--- config.mk ---
export PLATFORM = sky130hd
export DESIGN_NAME = toggle_bank
export DESIGN_NICKNAME = d
export VERILOG_FILES = /design/src/rtl/toggle_bank_pkg.sv /design/src/rtl/btn_debounce.sv /design/src/rtl/toggle_bank.sv
export SDC_FILE = /design/constraint.sdc
export NUM_CORES = 1
export LEC_CHECK = 0
export CORE_ASPECT_RATIO = 0.7
export CORE_MARGIN = 4
export CORE_UTILIZATION = 40
export CTS_CLUSTER_DIAMETER = 200
export DETAILED_ROUTE_END_ITERATION = 7
export PLACE_DENSITY = 0.61
export SKIP_LAST_GASP = 1
export SYNTH_ARGS = -nofsm -noshare
export SYNTH_HDL_FRONTEND = slang
export SYNTH_SLANG_ARGS = --single-unit
--- constraint.sdc ---
create_clock -name clk -period 1.85 [get_ports clk]
set_input_delay 0.2775 -clock clk [delete_from_list [all_inputs] [get_ports clk]]
set_output_delay 0.2775 -clock clk [all_outputs]
set_load 0.005 [all_outputs]
--- src/rtl/toggle_bank_pkg.sv ---
// Shared constants and helpers for the toggle_bank button/light block.
// The optional long-press feature is enabled by defining TOGGLE_BANK_LONGPRESS_EN.
package toggle_bank_pkg;

    localparam int unsigned MODE_TOGGLE    = 0;
    localparam int unsigned MODE_MOMENTARY = 1;

    // Counter width able to hold values 0..n inclusive.
    function automatic int unsigned cnt_width(input int unsigned n);
        return $clog2(n) + 1;
    endfunction

endpackage

--- src/rtl/btn_debounce.sv ---
// One button channel: 2-flop synchroniser, counter debouncer and edge strobes.
// rise_c/flip_c are combinational and true in the cycle whose edge updates stable.
module btn_debounce
    import toggle_bank_pkg::*;
#(
    parameter int unsigned DEBOUNCE_CYCLES = 1000
) (
    input  logic clk,
    input  logic rst_n,
    input  logic btn,
    output logic stable,
    output logic rise_c,
    output logic flip_c
);

    localparam int unsigned CW = cnt_width(DEBOUNCE_CYCLES);
    localparam logic [CW-1:0] CNT_LAST = CW'(DEBOUNCE_CYCLES - 1);

    logic          sync1;
    logic          sync2;
    logic [CW-1:0] cnt;

    assign flip_c = (sync2 != stable) && (cnt == CNT_LAST);
    assign rise_c = flip_c && sync2;

    // Any sample equal to the current stable level restarts the count.
    always_ff @(posedge clk or negedge rst_n) begin
        if (!rst_n) begin
            sync1  <= 1'b0;
            sync2  <= 1'b0;
            stable <= 1'b0;
            cnt    <= '0;
        end else begin
            sync1 <= btn;
            sync2 <= sync1;
            if (sync2 == stable) begin
                cnt <= '0;
            end else if (flip_c) begin
                stable <= sync2;
                cnt    <= '0;
            end else begin
                cnt <= cnt + CW'(1);
            end
        end
    end

endmodule

--- src/rtl/toggle_bank.sv ---
// Bank of debounced buttons driving lights in toggle or momentary mode.
// Define TOGGLE_BANK_LONGPRESS_EN to add per-channel long-press auto-off.
module toggle_bank
    import toggle_bank_pkg::*;
#(
    parameter int unsigned N_CH            = 4,
    parameter int unsigned DEBOUNCE_CYCLES = 1000,
    parameter int unsigned MODE            = 0,
    parameter int unsigned LONG_CYCLES     = 50000
) (
    input  logic            clk,
    input  logic            rst_n,
    input  logic            clr,
    input  logic [N_CH-1:0] btn,
    output logic [N_CH-1:0] light,
    output logic [N_CH-1:0] press_pulse,
    output logic [N_CH-1:0] long_pulse
);

    if (N_CH < 1 || N_CH > 32) begin : g_bad_nch
        $error("toggle_bank: N_CH out of range");
    end
    if (DEBOUNCE_CYCLES < 1) begin : g_bad_deb
        $error("toggle_bank: DEBOUNCE_CYCLES must be >= 1");
    end
    if (MODE > MODE_MOMENTARY) begin : g_bad_mode
        $error("toggle_bank: MODE must be 0 or 1");
    end
    if (LONG_CYCLES < 1) begin : g_bad_long
        $error("toggle_bank: LONG_CYCLES must be >= 1");
    end

    logic [N_CH-1:0] stable;
    logic [N_CH-1:0] rise_c;
    logic [N_CH-1:0] flip_c;
    logic [N_CH-1:0] long_c;
    logic [N_CH-1:0] toggle_c;
    logic [N_CH-1:0] follow_c;
    logic [N_CH-1:0] light_nxt;

    for (genvar i = 0; i < N_CH; i++) begin : g_ch
        btn_debounce #(
            .DEBOUNCE_CYCLES(DEBOUNCE_CYCLES)
        ) u_deb (
            .clk   (clk),
            .rst_n (rst_n),
            .btn   (btn[i]),
            .stable(stable[i]),
            .rise_c(rise_c[i]),
            .flip_c(flip_c[i])
        );
    end

`ifdef TOGGLE_BANK_LONGPRESS_EN
    localparam int unsigned HW = cnt_width(LONG_CYCLES);
    localparam logic [HW-1:0] HOLD_MAX  = HW'(LONG_CYCLES);
    localparam logic [HW-1:0] HOLD_LAST = HW'(LONG_CYCLES - 1);

    // Hold counter saturates at LONG_CYCLES so each press fires at most once.
    for (genvar i = 0; i < N_CH; i++) begin : g_hold
        logic [HW-1:0] hold;

        assign long_c[i] = stable[i] && (hold == HOLD_LAST);

        always_ff @(posedge clk or negedge rst_n) begin
            if (!rst_n) begin
                hold <= '0;
            end else if (!stable[i]) begin
                hold <= '0;
            end else if (hold != HOLD_MAX) begin
                hold <= hold + HW'(1);
            end
        end
    end

    always_ff @(posedge clk or negedge rst_n) begin
        if (!rst_n) begin
            long_pulse <= '0;
        end else begin
            long_pulse <= long_c;
        end
    end
`else
    assign long_c     = '0;
    assign long_pulse = '0;
`endif

    // Momentary lights take the new stable level on a change, else hold.
    assign toggle_c = light ^ rise_c;
    assign follow_c = (flip_c & ~stable) | (~flip_c & light);

    always_comb begin
        light_nxt = (MODE == MODE_MOMENTARY) ? follow_c : toggle_c;
        light_nxt = light_nxt & ~long_c;
        if (clr) begin
            light_nxt = '0;
        end
    end

    always_ff @(posedge clk or negedge rst_n) begin
        if (!rst_n) begin
            light       <= '0;
            press_pulse <= '0;
        end else begin
            light       <= light_nxt;
            press_pulse <= rise_c;
        end
    end

endmodule

==> impl_metrics.json <==
{
  "instances_no_fill": 394,
  "crit_path_end_kind": "register",
  "layout_min_cycle_time_ns": 1.768,
  "dr.pass1.iters": 7,
  "grt_pass1_wl_um": 9466,
  "synth.top_cell.area_share_pct": 55.34,
  "post-place-ws_ns": 0.09153,
  "critPathCapture": "light[3]",
  "crit_required_ns": 2.08,
  "ys_seq_area_share_pct": 55.34,
  "place_congestion": 0.7487,
  "path_cells": "or4b_4 > nor4_4 > mux2_4",
  "vias": 2111,
  "antenna_left": 0,
  "synthesis.area_sq_mm": 0.002894,
  "ys_ff_latch": 64,
  "crit_start": "g_ch[3].u_deb.cnt[3]",
  "synthTopCellsByArea": "dfrtp_1, a21oi_1, o31ai_1",
  "ys_warn_count": 0,
  "antenna_found_initial": 0,
  "grt_util_all_layers_pct": 14.04,
  "reg2reg_slack_ns": 0.08,
  "p_per_area_mw_per_mm2": 813.2,
  "critPathArrivalTime_ns": 1.99,
  "ioPinCount": 19,
  "setup_viol": 0,
  "fp.dieH_um": 79.17,
  "avgSynthCellArea_sq_um": 10.76,
  "hold_violations": 0,
  "synth_flop_cell": "dfrtp_1",
  "grt_max_degree": 65,
  "h-tree-depth": 3,
  "hold_depth": 0,
  "dp_hpwl_um": 3441,
  "port_buffers": 14,
  "root_buffer": "clkbuf_8",
  "cellLeakagePower_nw": 1.373,
  "grt_pass1_vias": 2038,
  "ys_top_cells_by_count": "dfrtp_1, a21oi_1, nor2_1",
  "r2r_end": "light[3]",
  "wl_per_cell_um": 13.36,
  "synth_cell_types": 30,
  "synth.most_common_cell": "dfrtp_1",
  "r2r-start": "g_ch[3].u_deb.cnt[3]",
  "die_x_um": 109.7,
  "n_antenna_cell": 0,
  "cpPeakStageDelay_ns": 0.59,
  "cts_setup_buffers": 0,
  "rows": 25,
  "skew_ns": 0.006949,
  "critPathKind": "register to register",
  "max_freq_mhz": 565.7,
  "drc": 0,
  "yosys.area.top_type": "dfrtp_1",
  "die_area_sq_mm": 0.008682,
  "cts_tree": "yes",
  "cts_buffer_depth": 2,
  "hold_path.class": "register to register",
  "cp_slowest_cell": "or4b_4",
  "rsz0062_at_grt": "no",
  "fillCellCount": 668,
  "clk_latency_ns": 0.33,
  "drt_iter0_drc": 95,
  "layout_setup_ws_ns": 0.08229,
  "start_util_pct": 42.05,
  "start_kind": "register",
  "status": "finished clean",
  "cap_violations": 0,
  "grt.overflow.total": 0,
  "syn_to_final_growth_pct": 16.26,
  "clkSinkCount": 64,
  "clk_pin_slew_ns": 0.07,
  "post-route-period-util_pct": 95.55,
  "async_reset_ff_share_pct": 100.0,
  "crit_fanout": 4,
  "path_buf_inv": 0,
  "core_area_sq_mm": 0.006882,
  "crit_cells": 3,
  "cp_top_family": "simple AND/OR/NAND/NOR gates",
  "nNetsFinal": 307,
  "rr_worst_depth": 3,
  "drv_slew": 0,
  "viasPerCell": 5.358,
  "cts-buffers-inserted": 9,
  "drive_gt1_share_pct": 10.67,
  "synth_cells": 269,
  "routed_wl_um": 5263,
  "dp.cells": 378,
  "peakVddDrop_mv": 0.3848,
  "synth-edff-count": 0,
  "tns_ns": 0
}
cell families (layout without fill, tap and decap cells):
| kind of cell | count (synthesis) | after routing | share of synthesized area, % |
|---|---|---|---|
| buffers and inverters | 18 | 46 | 2.983 |
| XOR/XNOR | 17 | 17 | 5.145 |
| multiplexers | 7 | 7 | 2.853 |
| AO/OA/AOI/OAI | 53 | 53 | 10.68 |
| other | 1 | 4 | 0.1296 |
| adder cells (fa/ha/maj) | 4 | 4 | 1.729 |
| AND/OR/NAND/NOR | 105 | 105 | 21.14 |
| flip-flops | 64 | 64 | 55.34 |
layout by cell type (no fill, tap or decap), types with 11 or more instances in the layout:
cell	count
dfrtp_1	64
a21oi_1	24
nor2_1	24
nand3_1	16
o31ai_1	13
o21ai_0	13
or3_1	13
clkdlybuf4s50_1	13
or4_1	11
xor2_1	11
area by class of cell:
| class | count | area, sq um | share of cell area (%) |
|---|---|---|---|
| Inverter | 10 | 37.54 | 1.116 |
| Tap cell | 94 | 117.6 | 3.496 |
| Clock inverter | 3 | 42.54 | 1.264 |
| Clock buffer | 12 | 145.1 | 4.314 |
| Sequential cell | 64 | 1602 | 47.60 |
| Multi-Input combinational cell | 190 | 1217 | 36.18 |
| Timing Repair Buffer | 21 | 202.7 | 6.025 |
per-layer routing:
metal  GRT usage [%]  part of all wire (%)  up-vias
li1                -                     -     1038
met1           19.06                    50     1031
met2           20.46                    45       38
met3           5.849                   5.0        4
met4           4.110                  0.65        0
met5               0                     0        -
stage by stage:
stage	hold slack, ns	instance area (sq um)	power (mW)	utilization (%)
floorplan	-0.01809	2905	1.545	-
global placement	0.3206	3167	1.608	46.02
detailed placement	0.3205	3167	1.609	46.02
CTS	0.3525	3364	2.792	48.89
global route	0.3484	3364	2.880	48.89
finish	0.3491	3364	2.736	48.89
how the worst min path moves through the flow:
stage	from	end	slack [ns]
6_report	g_ch[0].u_deb.sync1	g_ch[0].u_deb.sync2	0.35
5_1_grt	btn[2]	g_ch[2].u_deb.sync1	0.35
4_1_cts	g_ch[0].u_deb.sync1	g_ch[0].u_deb.sync2	0.35
3_5_place_dp	rst_n	g_ch[3].u_deb.stable	0.32
3_3_place_gp	rst_n	g_ch[3].u_deb.stable	0.32
2_1_floorplan	rst_n	g_ch[0].u_deb.cnt[0]	-0.02
repair_timing:
action / 4_1_cts / 5_1_grt
hold endpoints to repair: 64 / 0
resized for setup: 0 / 0
hold buffers: 1 / 0
power by group:
group	leakage, nW	internal (mW)	switching [mW]
Clock	0.0925	0.650	0.504
Sequential	0.866	1.43	0.0261
Combinational	0.415	0.0509	0.0750
Total	1.37	2.13	0.605
registers in the layout (all words and copies together), names as in the netlist:
signal,cells
press_pulse,4
g_ch.u_deb.cnt,44
g_ch.u_deb.sync1,4
light,4
g_ch.u_deb.sync2,4
g_ch.u_deb.stable,4
Power figures use the tool's default switching activity.
